$ cat config.mk
export PLATFORM = sky130hd
export DESIGN_NAME = logic_gate_pipe_flat
export DESIGN_NICKNAME = d
export VERILOG_FILES = /design/src/rtl/logic_gate_pipe_if.sv /design/src/rtl/logic_gate_pipe.sv /design/src/flat_wrapper.sv
export SDC_FILE = /design/constraint.sdc
export NUM_CORES = 1
export LEC_CHECK = 0
export CORE_UTILIZATION = 50
export DETAILED_ROUTE_END_ITERATION = 12
export PLACE_DENSITY = 0.77
export SETUP_SLACK_MARGIN = 0.15
export SYNTH_ARGS = -nofsm -noshare
export SYNTH_HDL_FRONTEND = slang
export SYNTH_SLANG_ARGS = --single-unit
$ cat constraint.sdc
create_clock -name clk -period 2.8 [get_ports clk]
set_clock_uncertainty 0.05 [all_clocks]
set_input_delay 0.56 -clock clk [delete_from_list [all_inputs] [get_ports clk]]
set_output_delay 0.56 -clock clk [all_outputs]
set_load 0.01 [all_outputs]
$ cat src/rtl/logic_gate_pipe_if.sv
// Operand/result handshake bundle for the bit-ops lane.
// slave = the gate pipe, master = the operand source and result consumer.
interface logic_gate_pipe_if #(
  parameter int unsigned WIDTH = 8,
  parameter int unsigned CNT_W = 16
);
  logic             in_valid;
  logic             in_ready;
  logic [WIDTH-1:0] a;
  logic [WIDTH-1:0] b;
  logic [2:0]       op;
  logic             out_valid;
  logic             out_ready;
  logic [WIDTH-1:0] y;
  logic [2:0]       y_op;
  logic             y_zero;
  logic [CNT_W-1:0] res_cnt;

  modport slave (
    input  in_valid, a, b, op, out_ready,
    output in_ready, out_valid, y, y_op, y_zero, res_cnt
  );

  modport master (
    output in_valid, a, b, op, out_ready,
    input  in_ready, out_valid, y, y_op, y_zero, res_cnt
  );
endinterface

$ cat src/rtl/logic_gate_pipe.sv
// Two-stage bitwise gate pipeline (NOT/BUF/AND/OR/XOR/NAND/NOR/XNOR) with
// valid/ready on both sides and a wrapping completed-result counter.
module logic_gate_pipe #(
  parameter int unsigned WIDTH = 8,
  parameter int unsigned CNT_W = 16
) (
  input  logic             clk,
  input  logic             rst_n,
  logic_gate_pipe_if.slave bus
);

  typedef enum logic [2:0] {
    OP_NOT  = 3'b000,
    OP_BUF  = 3'b001,
    OP_AND  = 3'b010,
    OP_OR   = 3'b011,
    OP_XOR  = 3'b100,
    OP_NAND = 3'b101,
    OP_NOR  = 3'b110,
    OP_XNOR = 3'b111
  } gate_op_e;

  logic             s1_valid_q;
  logic [WIDTH-1:0] s1_a_q;
  logic [WIDTH-1:0] s1_b_q;
  logic [2:0]       s1_op_q;

  logic             s2_valid_q;
  logic [WIDTH-1:0] y_q;
  logic [2:0]       y_op_q;
  logic             y_zero_q;
  logic [CNT_W-1:0] cnt_q;

  logic             s2_free_c;
  logic             s1_adv_c;
  logic             in_hs_c;
  logic             out_hs_c;
  logic [WIDTH-1:0] gate_c;

  // Handshake and advance decisions; in_ready is the only comb output path.
  assign s2_free_c = !s2_valid_q || bus.out_ready;
  assign s1_adv_c  = s1_valid_q && s2_free_c;
  assign in_hs_c   = bus.in_valid && bus.in_ready;
  assign out_hs_c  = s2_valid_q && bus.out_ready;

  assign bus.in_ready  = !s1_valid_q || s2_free_c;
  assign bus.out_valid = s2_valid_q;
  assign bus.y         = y_q;
  assign bus.y_op      = y_op_q;
  assign bus.y_zero    = y_zero_q;
  assign bus.res_cnt   = cnt_q;

  always_comb begin
    gate_c = '0;
    unique case (gate_op_e'(s1_op_q))
      OP_NOT:  gate_c = ~s1_a_q;
      OP_BUF:  gate_c = s1_a_q;
      OP_AND:  gate_c = s1_a_q & s1_b_q;
      OP_OR:   gate_c = s1_a_q | s1_b_q;
      OP_XOR:  gate_c = s1_a_q ^ s1_b_q;
      OP_NAND: gate_c = ~(s1_a_q & s1_b_q);
      OP_NOR:  gate_c = ~(s1_a_q | s1_b_q);
      OP_XNOR: gate_c = ~(s1_a_q ^ s1_b_q);
      default: gate_c = '0;
    endcase
  end

  // Stage 1: operand capture; a simultaneous accept and advance reloads with no bubble.
  always_ff @(posedge clk or negedge rst_n) begin
    if (!rst_n) begin
      s1_valid_q <= 1'b0;
      s1_a_q     <= '0;
      s1_b_q     <= '0;
      s1_op_q    <= 3'b000;
    end else begin
      if (in_hs_c) begin
        s1_valid_q <= 1'b1;
        s1_a_q     <= bus.a;
        s1_b_q     <= bus.b;
        s1_op_q    <= bus.op;
      end else if (s1_adv_c) begin
        s1_valid_q <= 1'b0;
      end
    end
  end

  // Stage 2: result register; y is left untouched when the stage empties.
  always_ff @(posedge clk or negedge rst_n) begin
    if (!rst_n) begin
      s2_valid_q <= 1'b0;
      y_q        <= '0;
      y_op_q     <= 3'b000;
      y_zero_q   <= 1'b0;
    end else begin
      if (s1_adv_c) begin
        s2_valid_q <= 1'b1;
        y_q        <= gate_c;
        y_op_q     <= s1_op_q;
        y_zero_q   <= ~|gate_c;
      end else if (out_hs_c) begin
        s2_valid_q <= 1'b0;
      end
    end
  end

  always_ff @(posedge clk or negedge rst_n) begin
    if (!rst_n) begin
      cnt_q <= '0;
    end else if (out_hs_c) begin
      cnt_q <= cnt_q + CNT_W'(1);
    end
  end

endmodule

$ cat src/flat_wrapper.sv
// flat-port wrapper written by rule: the top's interface ports become plain ports
module logic_gate_pipe_flat 
#(
  parameter int unsigned WIDTH = 8,
  parameter int unsigned CNT_W = 16
)
  (clk, rst_n, bus_in_valid, bus_a, bus_b, bus_op, bus_out_ready, bus_in_ready, bus_out_valid, bus_y, bus_y_op, bus_y_zero, bus_res_cnt);
  logic_gate_pipe_if #(.WIDTH(WIDTH), .CNT_W(CNT_W)) bus_i ();
  input  logic clk;
  input  logic rst_n;
  input wire logic [$bits(bus_i.in_valid)-1:0] bus_in_valid;
  input wire logic [$bits(bus_i.a)-1:0] bus_a;
  input wire logic [$bits(bus_i.b)-1:0] bus_b;
  input wire logic [$bits(bus_i.op)-1:0] bus_op;
  input wire logic [$bits(bus_i.out_ready)-1:0] bus_out_ready;
  output wire logic [$bits(bus_i.in_ready)-1:0] bus_in_ready;
  output wire logic [$bits(bus_i.out_valid)-1:0] bus_out_valid;
  output wire logic [$bits(bus_i.y)-1:0] bus_y;
  output wire logic [$bits(bus_i.y_op)-1:0] bus_y_op;
  output wire logic [$bits(bus_i.y_zero)-1:0] bus_y_zero;
  output wire logic [$bits(bus_i.res_cnt)-1:0] bus_res_cnt;
  assign bus_i.in_valid = bus_in_valid;
  assign bus_i.a = bus_a;
  assign bus_i.b = bus_b;
  assign bus_i.op = bus_op;
  assign bus_i.out_ready = bus_out_ready;
  assign bus_in_ready = bus_i.in_ready;
  assign bus_out_valid = bus_i.out_valid;
  assign bus_y = bus_i.y;
  assign bus_y_op = bus_i.y_op;
  assign bus_y_zero = bus_i.y_zero;
  assign bus_res_cnt = bus_i.res_cnt;
  logic_gate_pipe #(.WIDTH(WIDTH), .CNT_W(CNT_W)) u_core (.clk(clk), .rst_n(rst_n), .bus(bus_i));
endmodule
==> impl_metrics.json <==
{
  "cts_setup_buffers": 0,
  "nNetsFinal": 355,
  "finalCriticalPeriod_ps": 2370,
  "worst_r2r_path_depth": 7,
  "endpoint_kind": "primary output",
  "crit_path_start_kind": "primary input",
  "stdcell_area_um2": 3420,
  "grt_pass1_wl_mm": 8.96,
  "clkLatencyLatePin_ps": 300,
  "cp_slowest_cell": "clkdlybuf4s50_1",
  "p_total_uw": 2220,
  "first_global_vias": 1956,
  "antenna_found_initial": 0,
  "holdWs_ps": 303,
  "area_growth_pct": 23.5,
  "ctsHtreeMaxLevel": 2,
  "synth_seq_cells": 49,
  "cts_buffer_depth": 2,
  "clock.fmax_mhz": 421,
  "rsz0062_at_grt": "false",
  "synth_edf_count": 0,
  "gp_congestion": 0.873,
  "ys_types": 39,
  "drc": 0,
  "slew_headroom_pct": 56.8,
  "seq_area_um2": 1230,
  "cp_cell_sequence": "clkdlybuf4s50_1, nand3b_1, clkdlybuf4s50_1",
  "ys_dominant_reg_cell": "dfrtp_1",
  "cts_root_buf": "clkbuf_8",
  "grt_max_degree": 50,
  "place_area_um2": 3320,
  "start_util_pct": 53.1,
  "die_x_um": 76.4,
  "cts_resized": 0,
  "drtPass1Iterations": 4,
  "ys_warn_count": 0,
  "cts_tree": "yes",
  "finalHoldViolCount": 0,
  "arrival_ps": 1760,
  "vias": 2041,
  "drtIter0Drc": 72,
  "post_drt_wl_per_cell_um": 13.0,
  "syn_inst": 263,
  "critical_path_peak_fanout": 3,
  "multi_input_area_um2": 1370,
  "status": "completed",
  "crit_type": "in2out",
  "ios": 53,
  "ys_seq_area_share_pct": 44.3,
  "tightestPinTransition_ps": 648,
  "syn_area_um2": 2770,
  "dieArea_um2": 5830,
  "core_area_um2": 5200,
  "numCtsBuffers": 5,
  "ir_drop_uv": 313,
  "max_stage_delay_ps": 560,
  "num_rows": 26,
  "fin_crit_sh_pct": 84.8,
  "finalSetupTns_ps": 0,
  "fillers": 426,
  "critical_path_buf_inv_count": 2,
  "synth_nets": 303,
  "r2r-start": "u_core.s1_op_q[0]",
  "cp.required_ps": 2190,
  "grt_overflow_total": 0,
  "cp_common_cell": "clkdlybuf4s50_1",
  "cpLargestDelayFamily": "buffers and inverters",
  "layout-drive-gt1-share_pct": 12.7,
  "r2r_setup_slack_ps": 700,
  "async_reset_ff_share_pct": 100,
  "power_leakage_uw": 0.00154,
  "grt_use_total_pct": 18.9,
  "setup_violations": 0,
  "maxCapViolations": 0,
  "ant_nets": 0,
  "dp.final_hpwl_mm": 3.76,
  "wirelength_mm": 5.03,
  "cts_hold_buf": 0,
  "port_buffers": 52,
  "power_density_nw_per_um2": 649,
  "diodes": 0,
  "syn_area_per_cell_um2": 10.5,
  "hold_path.class": "in2async",
  "slew_viol_final": 0,
  "cts.sinks": 49,
  "r2r_end": "u_core.bus.y_zero",
  "die_y_um": 76.4,
  "clk_pin_slew_ps": 90,
  "via_per_inst": 5.29
}
## stage by stage
| stage | std cells | utilization [%] | setup WS, ps |
|---|---|---|---|
| 4_1_cts | 386 | 65.6 | 423 |
| 2_1_floorplan | 263 | - | 941 |
| 5_1_grt | 386 | 65.6 | 389 |
| 6_report | 386 | 65.6 | 425 |
| 3_3_place_gp | 378 | 63.8 | 464 |
| 3_5_place_dp | 378 | 63.8 | 432 |
## final cells by class
| type | count | area share (%) |
|---|---|---|
| Multi-Input combinational cell | 179 | 40.0 |
| Sequential cell | 49 | 35.9 |
| Clock buffer | 6 | 2.42 |
| Inverter | 23 | 2.53 |
| Clock inverter | 2 | 0.403 |
| Tap cell | 70 | 2.56 |
| Timing Repair Buffer | 57 | 16.2 |
## layout by cell type, fill, tap and decap left out, types with 2 or more instances in the layout
master	instances
o21ai_0	16
a221oi_1	2
xnor2_1	10
o211ai_1	2
a211oi_1	4
clkbuf_8	6
a21oi_1	5
nand2_1	27
nor2_1	12
nand3_1	2
o22ai_1	2
xor2_1	10
nor3_1	2
nor2b_1	2
nand4_1	7
o21ai_1	4
inv_1	23
a22o_1	2
mux2_2	23
dfrtp_1	49
and3_1	3
mux4_2	2
clkdlybuf4s50_1	51
ha_1	17
buf_4	5
mux2i_1	8
nand2b_1	6
## sequential cells by signal, summed over array words and instances (netlist names)
signal                flops
u_core.bus.y_zero         1
u_core.s1_valid_q         1
u_core.s1_b_q             8
u_core.bus.y_op           3
u_core.bus.out_valid      1
u_core.s1_op_q            3
u_core.bus.res_cnt       16
u_core.bus.y              8
u_core.s1_a_q             8
## cells in the mapped netlist (2+ instances only)
library cell | number | area share (%)
inv_1 | 23 | 3.1
buf_4 | 4 | 1.1
dfrtp_1 | 49 | 44
a211oi_1 | 4 | 1.1
nor2b_1 | 2 | 0.45
mux2_2 | 23 | 9.4
o21ai_1 | 4 | 0.72
clkbuf_1 | 2 | 0.27
and3_1 | 3 | 0.68
mux2i_1 | 8 | 2.9
nand2_1 | 27 | 3.7
nor2_1 | 12 | 1.6
nor3_1 | 2 | 0.36
o211ai_1 | 2 | 0.54
nand4_1 | 7 | 1.6
buf_6 | 3 | 1.2
nand3_1 | 2 | 0.36
a21oi_1 | 5 | 0.90
o21ai_0 | 16 | 2.9
o22ai_1 | 2 | 0.45
ha_1 | 17 | 7.7
buf_2 | 3 | 0.54
a221oi_1 | 2 | 0.63
mux4_2 | 2 | 1.6
xnor2_1 | 10 | 3.2
nand2b_1 | 6 | 1.4
a22o_1 | 2 | 0.63
xor2_1 | 10 | 3.2
## how the worst max path moves through the flow
stage	startpoint	to	slack [ps]	cells past startpoint
floorplan	bus_out_ready	u_core.s1_a_q[0]	940	4
global placement	bus_out_ready	bus_in_ready	460	3
detailed placement	bus_out_ready	bus_in_ready	430	3
CTS	bus_out_ready	bus_in_ready	420	3
global route	bus_out_ready	bus_in_ready	390	3
finish	bus_out_ready	bus_in_ready	430	3
## worst reg2reg max path, stage by stage (launching register included)
cell	delay (ps)
dfrtp_1	760
buf_4	310
nor2b_1	70
o21ai_1	110
o21ai_1	80
a221oi_1	370
nand4_1	150
o21ai_1	140
## layer usage
| layer | routed length (µm) | track usage [%] |
|---|---|---|
| met5 | 0 | 0 |
| met4 | 63 | 5.19 |
| met3 | 146 | 3.35 |
| met2 | 2400 | 31.0 |
| met1 | 2430 | 25.7 |
## power breakdown
group	switching [µW]	internal (µW)	total (µW)
sequential	165	845	1010
combinational	332	444	776
clock	233	200	433
total	729	1490	2220
## logic make-up (layout without fill, tap and decap cells)
group | count (synthesis) | after routing | synth area share (%)
buffers and inverters | 35 | 88 | 6.24
XOR/XNOR | 20 | 20 | 6.33
AND/OR/NAND/NOR | 68 | 68 | 12.2
adder cells (fa/ha/maj) | 17 | 17 | 7.69
multiplexers | 34 | 34 | 14.3
flip-flops | 49 | 49 | 44.3
AO/OA/AOI/OAI | 40 | 40 | 8.87
Power figures use the tool's default switching activity.
